<file path="src/rtl/arbitro_ram.sv">
// arbitro_ram: two-requester round-robin arbiter and sequencer for the single-port
// data RAM (asynchronous read, synchronous write).
//
// Requester 0 is the CPU datapath, requester 1 the loader/debug port. Each granted
// access takes a fixed IDLE->ACC window of two cycles. All RAM control lines are
// registered. Read data is captured at the end of ACC and returned with a one-cycle
// done pulse.
//
// Ports:
//   clk, rst            clock, synchronous active-high reset
//   reqN/weN/dirN/datoN request, write enable, address, write data for requester N
//   gntN                one-cycle pulse: request accepted
//   doneN               one-cycle pulse: access complete (rdata valid for reads)
//   rdata               data of the last completed read (shared)
//   ram_dir/ram_datoin  RAM address / write data
//   ram_we/ram_re       RAM write / read enables
//   ram_datoout         RAM read data (asynchronous)
//
// Optional feature, enabled by defining RAM_ARB_CNT_EN:
//   cnt0, cnt1          saturating 16-bit completed-access counters per requester

module arbitro_ram #(
    parameter int unsigned AW = 5,
    parameter int unsigned DW = 32
) (
    input  logic          clk,
    input  logic          rst,
    input  logic          req0,
    input  logic          we0,
    input  logic [AW-1:0] dir0,
    input  logic [DW-1:0] dato0,
    input  logic          req1,
    input  logic          we1,
    input  logic [AW-1:0] dir1,
    input  logic [DW-1:0] dato1,
    output logic          gnt0,
    output logic          gnt1,
    output logic          done0,
    output logic          done1,
    output logic [DW-1:0] rdata,
    output logic [AW-1:0] ram_dir,
    output logic [DW-1:0] ram_datoin,
    output logic          ram_we,
    output logic          ram_re,
    input  logic [DW-1:0] ram_datoout
`ifdef RAM_ARB_CNT_EN
    ,
    output logic [15:0]   cnt0,
    output logic [15:0]   cnt1
`endif
);

    typedef enum logic [0:0] {StIdle, StAcc} state_e;

    state_e        state_q, state_d;
    logic          last_q, last_d;   // id of the most recently served requester
    logic          win_q, win_d;     // id of the requester owning the current access
    logic          gnt0_q, gnt0_d;
    logic          gnt1_q, gnt1_d;
    logic          done0_q, done0_d;
    logic          done1_q, done1_d;
    logic [DW-1:0] rdata_q, rdata_d;
    logic [AW-1:0] dir_q, dir_d;
    logic [DW-1:0] datoin_q, datoin_d;
    logic          we_q, we_d;
    logic          re_q, re_d;
    logic          win;

    // Single requester wins outright; on contention the one not served last wins.
    assign win = req1 & (~req0 | ~last_q);

    always_comb begin
        state_d  = state_q;
        last_d   = last_q;
        win_d    = win_q;
        gnt0_d   = 1'b0;
        gnt1_d   = 1'b0;
        done0_d  = 1'b0;
        done1_d  = 1'b0;
        rdata_d  = rdata_q;
        dir_d    = dir_q;
        datoin_d = datoin_q;
        we_d     = 1'b0;
        re_d     = 1'b0;

        unique case (state_q)
            StIdle: begin
                if (req0 || req1) begin
                    win_d    = win;
                    dir_d    = win ? dir1 : dir0;
                    datoin_d = win ? dato1 : dato0;
                    we_d     = win ? we1 : we0;
                    re_d     = ~(win ? we1 : we0);
                    gnt0_d   = ~win;
                    gnt1_d   = win;
                    state_d  = StAcc;
                end
            end
            StAcc: begin
                // RAM write commits at this edge; reads are captured here.
                if (re_q) begin
                    rdata_d = ram_datoout;
                end
                done0_d = ~win_q;
                done1_d = win_q;
                last_d  = win_q;
                state_d = StIdle;
            end
            default: state_d = StIdle;
        endcase
    end

    always_ff @(posedge clk) begin
        if (rst) begin
            state_q  <= StIdle;
            last_q   <= 1'b1;
            win_q    <= 1'b0;
            gnt0_q   <= 1'b0;
            gnt1_q   <= 1'b0;
            done0_q  <= 1'b0;
            done1_q  <= 1'b0;
            rdata_q  <= '0;
            dir_q    <= '0;
            datoin_q <= '0;
            we_q     <= 1'b0;
            re_q     <= 1'b0;
        end else begin
            state_q  <= state_d;
            last_q   <= last_d;
            win_q    <= win_d;
            gnt0_q   <= gnt0_d;
            gnt1_q   <= gnt1_d;
            done0_q  <= done0_d;
            done1_q  <= done1_d;
            rdata_q  <= rdata_d;
            dir_q    <= dir_d;
            datoin_q <= datoin_d;
            we_q     <= we_d;
            re_q     <= re_d;
        end
    end

    assign gnt0       = gnt0_q;
    assign gnt1       = gnt1_q;
    assign done0      = done0_q;
    assign done1      = done1_q;
    assign rdata      = rdata_q;
    assign ram_dir    = dir_q;
    assign ram_datoin = datoin_q;
    assign ram_we     = we_q;
    assign ram_re     = re_q;

`ifdef RAM_ARB_CNT_EN
    logic [15:0] cnt0_q, cnt0_d;
    logic [15:0] cnt1_q, cnt1_d;

    // An access interrupted by rst is never counted: the reset branch wins.
    always_comb begin
        cnt0_d = cnt0_q;
        cnt1_d = cnt1_q;
        if (state_q == StAcc) begin
            if (!win_q && cnt0_q != 16'hFFFF) begin
                cnt0_d = cnt0_q + 16'd1;
            end
            if (win_q && cnt1_q != 16'hFFFF) begin
                cnt1_d = cnt1_q + 16'd1;
            end
        end
    end

    always_ff @(posedge clk) begin
        if (rst) begin
            cnt0_q <= '0;
            cnt1_q <= '0;
        end else begin
            cnt0_q <= cnt0_d;
            cnt1_q <= cnt1_d;
        end
    end

    assign cnt0 = cnt0_q;
    assign cnt1 = cnt1_q;
`endif

endmodule
</file>
<file path="config.mk">
export PLATFORM = sky130hd
export DESIGN_NAME = arbitro_ram
export DESIGN_NICKNAME = d
export VERILOG_FILES = /design/src/rtl/arbitro_ram.sv
export SDC_FILE = /design/constraint.sdc
export NUM_CORES = 1
export LEC_CHECK = 0
export ABC_CLOCK_PERIOD_IN_PS = 2730
export CORE_MARGIN = 10
export CORE_UTILIZATION = 40
export CTS_CLUSTER_DIAMETER = 150
export CTS_CLUSTER_SIZE = 25
export DETAILED_ROUTE_END_ITERATION = 12
export GPL_TIMING_DRIVEN = 1
export PLACE_DENSITY = 0.85
export SYNTH_ARGS = -nofsm -noshare
export SYNTH_HDL_FRONTEND = slang
export SYNTH_SLANG_ARGS = --single-unit
</file>
<file path="constraint.sdc">
create_clock -name clk -period 2.73 [get_ports clk]
set_input_delay 0.546 -clock clk [delete_from_list [all_inputs] [get_ports clk]]
set_output_delay 0.546 -clock clk [all_outputs]
set_load 0.01 [all_outputs]
</file>
# == After elaboration in Yosys (flattened, before gate mapping) ==
# Cells that the tools add are included.
# word_totals
elab_cells,31
register_bits,78
out_inout_bits,75
# op_classes
bitwise_logic,9
mux,5
n_reduce_logical,5
# ops
op,count
2-to-1 mux 32 bit,1
NOT 1 bit,7
2-to-1 mux 5 bit,1
AND reduction 2 bit,2
OR reduction 3 bit,1
2-to-1 mux 1 bit,2
one-hot mux 1 bit (2 select lines),1
OR reduction 2 bit,1
AND 1 bit,1
logical OR 1 bit,1
OR 1 bit,1

# == Logic depth before layout (Yosys ltp) ==
# Gate-level depths: netlist (run 1).
# logic_depth
depth_word,5
mapped_depth,6
mapped_depth_nobuf,3

# == Least setup slack after synthesis (run 1) ==
# No wires, ideal clock.
# synth_timing
kind,input to register
from,input req1
to,register datoin_q[10] (netlist: ram_datoin[10])
path_stages,5
arrival_time_ns,1.229
slack_ns,1.355
setup_ns,0.146
n_path_buf,2
t_required_ns,2.584
cell_sequence,a21boi_2 -> buf_4 -> buf_4 -> a21oi_1 -> a211oi_2
# synth_via
elab_chain_cells,2
# synth_rtl
item,line,rtl
from (decl),32,"input logic req1,"
AND 1 bit or logical OR 1 bit (tied branches),"70, 88",
2-to-1 mux 32 bit or AND reduction 2 bit (tied branches),n/a,
to (signal assigned),137,datoin_q <= datoin_d;
to (decl),64,"logic [DW-1:0] datoin_q, datoin_d;"
# Several ways; a longest one is shown, not always the timed one.
# A chain may end at the register's enable or synchronous reset.

# == Worst setup path in the final report (run 1) ==
# layout_timing
from,input req0
to,register dir_q[1] (netlist: ram_dir[1])
# layout_via
elab_chain_cells,4
# layout_rtl
item,line,rtl
from (decl),28,"input logic req0,"
NOT 1 bit,70,assign win = req1 & (~req0 | ~last_q);
OR 1 bit,70,
AND 1 bit,70,
2-to-1 mux 5 bit,90,dir_d = win ? dir1 : dir0;
to (signal assigned),136,dir_q <= dir_d;
to (decl),63,"logic [AW-1:0] dir_q, dir_d;"
# Several ways; a longest one is shown, not always the timed one.

==> out/qor.yml, run 1 <==
critical_path:
  r2r.worst_path.cells: 3
  critPathTopFamily: "buffers and inverters"
  cp_max_fo: 14
  cp_cell_sequence: "clkdlybuf4s50_1 > o21bai_2 > buf_4 > a21oi_1 > a211oi_1"
  crit_slowest_cell: "clkdlybuf4s50_1"
  worstPathBufferInverterCount: 2
  critPathArrivalTime_ns: 2.10
  crit_required_ns: 2.97
  end_kind: "register"
  crit_start: "req0"
  timing.rr.end: "rdata[23]$_SDFFE_PP0P_"
  reg2reg_from: "state_q$_SDFF_PP0_"
  setup.worst_path.class: "input pin to register"
  start_kind: "input pin"
  worst_path_largest_cell_delay_ns: 0.50
  r2r_slack_ns: 0.97
yosys:
  synth_cells: 374
  synth-seq-cells: 78
  async_flop_share: 0
  syn_nets: 486
  synth_area_per_cell_um2: 8.347
  synth_top_area_share: 0.5002
  yosysSeqAreaShare: 0.5002
  synth_edf_count: 0
  synth_top_area_cell: "dfxtp_1"
  ys_warn_count: 0
  synthDistinctLibCells: 27
  netlist_area_mm2: 0.003122
  ys.flop_type: "dfxtp_1"
  synth_area_leaders: "dfxtp_1 (50%), nand2_1 (12%), a21oi_1 (11%)"
sta:
  skew_ns: 0.008286
  hold_ws_ns: 0.4558
  relSlewSlack: 0.2984
  hold_viol: 0
  setup-tns-final_ns: 0
  max_freq_ghz: 0.5381
  finalMaxSlewViolations: 0
  timing.final.ws_setup_ns: 0.8716
  rsz0062_at_grt: "false"
  setup_viol: 0
  fin_crit_sh: 0.6807
  period_needed_ns: 1.858
  worstMarginPinSlew_ns: 1.050
clocking:
  clk_pin_slew_ns: 0.08
  cts_resized: 0
  cts_hold_buffers: 0
  cts_setup_buffers: 0
  cts_tree: "yes"
  h-tree-depth: 3
  root_buffer: "clkbuf_8"
  cts_buffer_depth: 2
  numCtsBuffers: 9
  clkLatencyLatePin_ns: 0.33
  clock-sinks: 78
job:
  max_cap_violations: 0
layout:
  syn_to_final_growth_pct: 67.86
  nFillCells: 617
  nets: 661
  layout_common_cells: "clkdlybuf4s50_1 (185), nand2_1 (102), dfxtp_1 (78)"
  antenna_cells: 0
  fin_area_mm2: 0.005240
  final_common_cell: "clkdlybuf4s50_1"
  drive_gt1_frac: 0.09206
  fin_cells: 656
global_routing:
  grt_pass1_wl_um: 17560
  grt_start_max_net_pins: 40
  antenna_found_initial: 0
  grt_pass1_vias: 3317
  grtUsageTotal: 0.1863
  grt-ovfl-total: 0
floorplan:
  die_y_um: 108.3
  io-pin-count: 187
  die_w_um: 108.3
  start_util: 0.4082
  dieArea_mm2: 0.01174
  coreArea_mm2: 0.007647
  num_rows: 32
detailed_routing:
  routed_wirelength_um: 11300
  drt_iter0_drc: 169
  vias_per_cell: 4.962
  vias: 3255
  drc: 0
  wl_per_cell_um: 17.23
  drt_pass1_iterations: 4
  ant_nets: 0
placed_design:
  gp_congestion: 0.7977
  dp_hpwl_um: 8766
  place_area_mm2: 0.005017
  portBuffers: 186
  post-place-ws_ns: 0.5273
  placed_cells: 640
min_path:
  hold_depth: 2
  hold_start: "rdata[7]$_SDFFE_PP0P_"
  hold_path.class: "register to register"
  min_to: "rdata[7]$_SDFFE_PP0P_"
run_status:
  status: "completed"
power_and_ir_drop:
  p_leak_nw: 1.952
  peakVddDrop_uv: 275.4
  p_per_area_mw_per_mm2: 538.0
-- worst register-to-register path, stage by stage (launching register included) --
cell     delay (ns)
dfxtp_1        0.52
nand2_1        0.69
nand2_1        0.30
a21oi_1        0.10
-- report_power, final --
part	internal, W	switching, W	leakage (nW)
Clock	0.000537	0.000419	0.108
Sequential	0.00121	0.0000397	0.640
Combinational	0.000349	0.000264	1.20
Total	0.00210	0.000723	1.95
-- cell usage after synthesis (2+ instances only) --
cell type    n
dfxtp_1     78
a22oi_1      2
nor2b_1      2
buf_2        9
nand2_1    102
buf_4        5
a211oi_2    20
a211oi_1    15
a21oi_1     69
buf_6        4
nor2_1      39
clkbuf_1    13
nand2b_1     2
-- stage by stage --
step / total power, W / utilization
floorplan: 0.001540 / -
global placement: 0.001875 / 0.6561
detailed placement: 0.001892 / 0.6561
CTS: 0.002850 / 0.6852
global route: 0.002942 / 0.6852
finish: 0.002819 / 0.6852
-- per-layer routing --
metal	routed length (um)	up-vias	part of all wire	track usage
li1	-	1602	-	-
met2	5862	123	0.52	0.3302
met4	254	0	0.022	0.07250
met5	0	-	0	0
met3	749	15	0.066	0.03986
met1	4437	1515	0.39	0.2137
-- how the worst max path moves through the flow --
stage	endpoint	slack [ns]	cells past startpoint
global route	rdata[23]$_SDFFE_PP0P_	0.71	3
global placement	ram_datoin[7]$_SDFFE_PP0P_	0.64	5
floorplan	ram_datoin[10]$_SDFFE_PP0P_	1.35	5
detailed placement	ram_dir[1]$_SDFFE_PP0P_	0.53	5
CTS	ram_dir[1]$_SDFFE_PP0P_	0.89	5
finish	ram_dir[1]$_SDFFE_PP0P_	0.87	5
-- logic make-up (layout without fill, tap and decap cells) --
kind of cell           after synthesis  after routing  synth area share
DFF                                 78             78            0.5002
AOI/OAI and AO/OA                  113            113            0.2513
buffers and inverters               33            213           0.05892
and+or+nand+nor                    149            149            0.1864
muxes                                1              1          0.003207
-- cell type report --
class	instances	area, um^2	area share
clock buffer	10	137.6	0.02627
clock inverter	6	85.08	0.01624
inverter	1	3.754	0.0007163
multi-input combinational	263	1380	0.2634
sequential	78	1562	0.2980
tap	102	127.6	0.02436
timing repair buffer	196	1944	0.3711
Power figures use the tool's default switching activity.
==> run 2: changes to the inputs <==
ABC_CLOCK_PERIOD_IN_PS = 1550   (was 2730)
CORE_UTILIZATION = 34   (was 40)
PLACE_DENSITY = 0.77   (was 0.85)
clock period = 1.55 ns   (was 2.73 ns; I/O delays follow)
==> out/qor.yml, run 2 (synthesis results as in run 1) <==
run_status:
  status: "completed"
global_routing:
  grt_pass1_wl_um: 17760  # +1.1%
  grt_start_max_net_pins: 39  # -2.5%
  grt_pass1_vias: 3293  # -0.72%
  antenna_found_initial: 0  # unchanged
  grt-ovfl-total: 0  # unchanged
  grtUsageTotal: 0.1692  # -0.01711
critical_path:
  critPathArrivalTime_ns: 1.19  # -0.91 ns
  worstPathBufferInverterCount: 1  # -1
  critPathTopFamily: "buffers and inverters"
  crit_required_ns: 1.24  # -1.73 ns
  cp_cell_sequence: "clkdlybuf4s50_1"
  end_kind: "output port"
  worst_path_largest_cell_delay_ns: 0.54  # +0.04 ns
  setup.worst_path.class: "register to output port"
  start_kind: "register"
  crit_slowest_cell: "clkdlybuf4s50_1"
  r2r_slack_ns: 0.14  # -0.83 ns
  cp_max_fo: 1  # -13
detailed_routing:
  drt_iter0_drc: 236  # +40%
  routed_wirelength_um: 11740  # +3.8%
  vias_per_cell: 4.900  # -1.3%
  wl_per_cell_um: 17.59  # +2.1%
  vias: 3268  # +0.40%
  ant_nets: 0  # unchanged
  drt_pass1_iterations: 4  # unchanged
  drc: 0  # unchanged
layout:
  final_util: 0.6001  # -0.08510
  drive_gt1_frac: 0.09481  # +0.002754
  final_common_cell: "clkdlybuf4s50_1"
  layout_common_cells: "clkdlybuf4s50_1 (111), nand2_1 (102), dfxtp_1 (78)"
  syn_to_final_growth_pct: 70.10
  fin_cells: 667  # +1.7%
  antenna_cells: 0  # unchanged
  fin_area_mm2: 0.005310  # +1.3%
  seqCellArea_mm2: 0.001562  # unchanged
  nets: 666  # +0.76%
  multiInputGateArea_mm2: 0.001388  # +0.54%
  nFillCells: 810  # +31%
placed_design:
  gp_congestion: 0.7768  # -2.6%
  place_area_mm2: 0.005145  # +2.5%
  dp_hpwl_um: 9015  # +2.8%
  portBuffers: 186  # unchanged
  placed_cells: 651  # +1.7%
clocking:
  h-tree-depth: 3  # unchanged
  numCtsBuffers: 9  # unchanged
  cts_tree: "yes"
  cts_hold_buffers: 0  # unchanged
  cts_buffer_depth: 2  # unchanged
  clock-sinks: 78  # unchanged
  clkLatencyLatePin_ns: 0.35  # +0.02 ns
  clk_pin_slew_ns: 0.07  # about the same
  root_buffer: "clkbuf_8"
  cts_setup_buffers: 0  # unchanged
floorplan:
  num_rows: 34  # +6.3%
  dieArea_mm2: 0.01341  # +14%
  coreArea_mm2: 0.008848  # +16%
  die_y_um: 115.8  # +6.9%
  start_util: 0.3528  # -0.05541
  die_w_um: 115.8  # +6.9%
  io-pin-count: 187  # unchanged
sta:
  finalMaxSlewViolations: 0  # unchanged
  worstMarginPinSlew_ns: 0.3322  # -0.7176 ns
  period_needed_ns: 1.497
  setup_viol: 0  # unchanged
  fin_crit_sh: 0.9661
  skew_ns: 0.009600  # +0.001314 ns
  relSlewSlack: 0.7785  # +0.4801
  hold_viol: 0  # unchanged
  max_freq_ghz: 0.6678
  rsz0062_at_grt: "false"
  hold_ws_ns: 0.2863  # -0.1694 ns
power_and_ir_drop:
  p_leak_nw: 2.430  # +25%
  pwr-share-comb: 0.213  # -0.005
  p_per_area_mw_per_mm2: 929.9  # +73%
  switching_share: 0.2580  # +0.001600
  power.internal_w: 0.003664  # +75%
  p_sw_w: 0.001274  # +76%
  peakVddDrop_uv: 471.7  # +71%
  p_clk_frac: 0.342  # +0.003
  seq_power_share: 0.445  # about the same
job:
  max_cap_violations: 0  # unchanged
min_path:
  hold_path.class: "input pin to register"
## run 2: changes by cell type in the layout (fill, tap and decap cells not counted), sizes merged
cell           change
dlygate4sd2       +63
clkdlybuf4s50     -74
clkbuf             +3
clkinvlp           -1
dlymetal6s2s      +11
clkinv             -2
buf                +5
## run 2: stage by stage
| step | setup WS (ns) | setup TNS, ns | total power (W) |
|---|---|---|---|
| 2_1_floorplan | 0.3565 | 0 | 0.002713 |
| 3_3_place_gp | -0.1506 | -4.570 | 0.003351 |
| 3_5_place_dp | -0.2039 | -5.893 | 0.003383 |
| 4_1_cts | 0.0007825 | 0 | 0.005001 |
| 5_1_grt | 0.02413 | 0 | 0.005168 |
| 6_report | 0.05256 | 0 | 0.004938 |
## run 2: layer usage
metal  track usage  vias to the layer above  wire [um]
li1              -                     1615          -
met1        0.1815                     1508       4347
met2        0.3007                      121       6109
met3       0.04651                       24        915
met4       0.08257                        0        363
met5             0                        -          0
## run 2: final cells by class
type                       count  area share
multi-input combinational    263      0.2613
timing repair buffer         201      0.3777
clock buffer                  13     0.02804
sequential                    78      0.2941
inverter                       1   0.0007069
tap                          108     0.02545
clock inverter                 3     0.01272
## run 2: final timing paths
path	start	endpoint	cells past startpoint
worst max register to register	state_q$_SDFF_PP0_	ram_datoin[24]$_SDFFE_PP0P_	4
worst max-delay path	gnt0$_SDFF_PP0_	gnt0	1
worst min register to register	rdata[4]$_SDFFE_PP0P_	rdata[4]$_SDFFE_PP0P_	2
worst min-delay path	rst	win_q$_SDFFE_PP0P_	2
## run 2: power by group through the flow
stage	sequential (W)	combinational, W	clock (W)
after CTS	0.00220	0.00107	0.00173
after detailed placement	0.00225	0.00113	0
after global routing	0.00221	0.00115	0.00181
after global placement	0.00224	0.00111	0
after floorplan	0.00230	0.000414	0
final	0.00220	0.00105	0.00169
## run 2: timing repair
| action | in CTS | in global routing |
|---|---|---|
| setup endpoints to repair | 63 | 11 |
| cloned | 0 | 0 |
| gates resized for setup | 63 | 11 |
| endpoints found under the hold margin | 0 | 0 |
==> run 3: changes to the inputs <==
MAX_ROUTING_LAYER = met4   (was default)
PLACE_DENSITY = default   (was 0.77)
PLACE_DENSITY_LB_ADDON = 0.08   (was default)
==> out/qor.yml, run 3 (synthesis results as in run 1) <==
sta:
  skew_ns: 0.009675  # +0.00007488 ns
  worstMarginPinSlew_ns: 0.3335  # +0.001318 ns
  period_needed_ns: 1.491  # -0.006060 ns
  max_freq_ghz: 0.6705  # +0.41%
  finalMaxSlewViolations: 0  # unchanged
  setup_viol: 0  # unchanged
  fin_crit_sh: 0.9622  # -0.003910
  hold_ws_ns: 0.4054  # +0.1191 ns
  hold_viol: 0  # unchanged
  rsz0062_at_grt: "false"
  relSlewSlack: 0.7777  # -0.0008790
global_routing:
  grt_pass1_wl_um: 17270  # -2.8%
  grt_start_max_net_pins: 33  # -15%
  antenna_found_initial: 0  # unchanged
  grtUsageTotal: 0.1657  # -0.003467
  grt_pass1_vias: 3223  # -2.1%
  grt-ovfl-total: 0  # unchanged
layout:
  syn_to_final_growth_pct: 69.70
  final_common_cell: "clkdlybuf4s50_1"
  fin_cells: 670  # +0.45%
  antenna_cells: 0  # unchanged
  layout_common_cells: "clkdlybuf4s50_1 (111), nand2_1 (102), dfxtp_1 (78)"
  nFillCells: 826  # +2.0%
  drive_gt1_frac: 0.1050  # +0.01017
  nets: 670  # +0.60%
floorplan:
  coreArea_mm2: 0.008848  # unchanged
  die_y_um: 115.8  # unchanged
  dieArea_mm2: 0.01341  # unchanged
  io-pin-count: 187  # unchanged
  num_rows: 34  # unchanged
  start_util: 0.3528  # unchanged
  die_w_um: 115.8  # unchanged
clocking:
  cts_setup_buffers: 0  # unchanged
  root_buffer: "clkbuf_8"
  cts_tree: "yes"
  numCtsBuffers: 9  # unchanged
  cts_hold_buffers: 0  # unchanged
  clock-sinks: 78  # unchanged
  clk_pin_slew_ns: 0.08  # about the same
  cts_buffer_depth: 2  # unchanged
  clkLatencyLatePin_ns: 0.35  # about the same
  h-tree-depth: 3  # unchanged
placed_design:
  dp_hpwl_um: 8434  # -6.4%
  gp_congestion: 0.7770  # about the same
  portBuffers: 186  # unchanged
  placed_cells: 655  # +0.61%
power_and_ir_drop:
  p_leak_nw: 2.421  # -0.40%
  power_w: 0.004732  # -4.2%
  p_per_area_mw_per_mm2: 893.2  # -3.9%
  peakVddDrop_uv: 432.9  # -8.2%
critical_path:
  end_kind: "output port"
  crit_required_ns: 1.24  # about the same
  r2r_slack_ns: 0.34  # +0.20 ns
  critPathTopFamily: "buffers and inverters"
  critPathArrivalTime_ns: 1.18  # about the same
  worst_path_largest_cell_delay_ns: 0.53  # about the same
  cp_cell_sequence: "clkdlybuf4s50_1"
  setup.worst_path.class: "register to output port"
  worstPathBufferInverterCount: 1  # unchanged
  start_kind: "register"
  crit_slowest_cell: "clkdlybuf4s50_1"
  cp_max_fo: 1  # unchanged
detailed_routing:
  drc: 0  # unchanged
  vias: 3228  # -1.2%
  wl_per_cell_um: 16.49  # -6.3%
  vias_per_cell: 4.818  # -1.7%
  routed_wirelength_um: 11050  # -5.8%
  drt_iter0_drc: 155  # -34%
  drt_pass1_iterations: 4  # unchanged
  ant_nets: 0  # unchanged
run_status:
  status: "completed"
min_path:
  hold_path.class: "input pin to register"
job:
  max_cap_violations: 0  # unchanged
run 3: power by group:
| group | total [W] | switching [W] | leakage (nW) | internal (W) |
|---|---|---|---|---|
| clock | 0.00148 | 0.000750 | 0.0953 | 0.000733 |
| sequential | 0.00219 | 0.0000588 | 0.640 | 0.00213 |
| combinational | 0.00106 | 0.000469 | 1.69 | 0.000589 |
| total | 0.00473 | 0.00128 | 2.42 | 0.00345 |
run 3: per-layer routing:
metal  vias to the layer above  GRT usage  share of wire
met5                         -          -              0
met4                         0    0.05671          0.013
met3                        12    0.05116          0.082
met2                       113     0.2677           0.49
met1                      1483     0.1913           0.41
li1                       1620          -              -
run 3: final timing paths:
kind,from,endpoint,depth (start not counted)
worst max-delay path,gnt0$_SDFF_PP0_,gnt0,1
worst min-delay path,rst,ram_datoin[27]$_SDFFE_PP0P_,3
worst max register to register,state_q$_SDFF_PP0_,ram_datoin[29]$_SDFFE_PP0P_,4
worst min register to register,rdata[8]$_SDFFE_PP0P_,rdata[8]$_SDFFE_PP0P_,2
run 3: timing repair:
action / 4_1_cts / 5_1_grt
setup endpoints to repair: 64 / 10
endpoints found under the hold margin: 0 / 0
resized for setup: 64 / 10
run 3: metrics by stage:
step | TNS [ns] | setup slack [ns] | area [um^2] | utilization
finish | 0 | 0.05862 | 5298 | 0.5987
global route | 0 | 0.006219 | 5298 | 0.5987
CTS | 0 | 0.001729 | 5273 | 0.5959
detailed placement | -4.973 | -0.1777 | 5167 | 0.5840
global placement | -3.932 | -0.1228 | 5167 | 0.5840
floorplan | 0 | 0.3565 | 3122 | -
run 3: layout make-up:
class	instances	area [um^2]	share of cell area
Sequential cell	78	1562	0.2948
Clock inverter	6	61.31	0.01157
Tap cell	108	135.1	0.02551
Inverter	1	3.754	0.0007085
Timing Repair Buffer	205	2032	0.3836
Clock buffer	9	123.9	0.02338
Multi-Input combinational cell	263	1380	0.2605
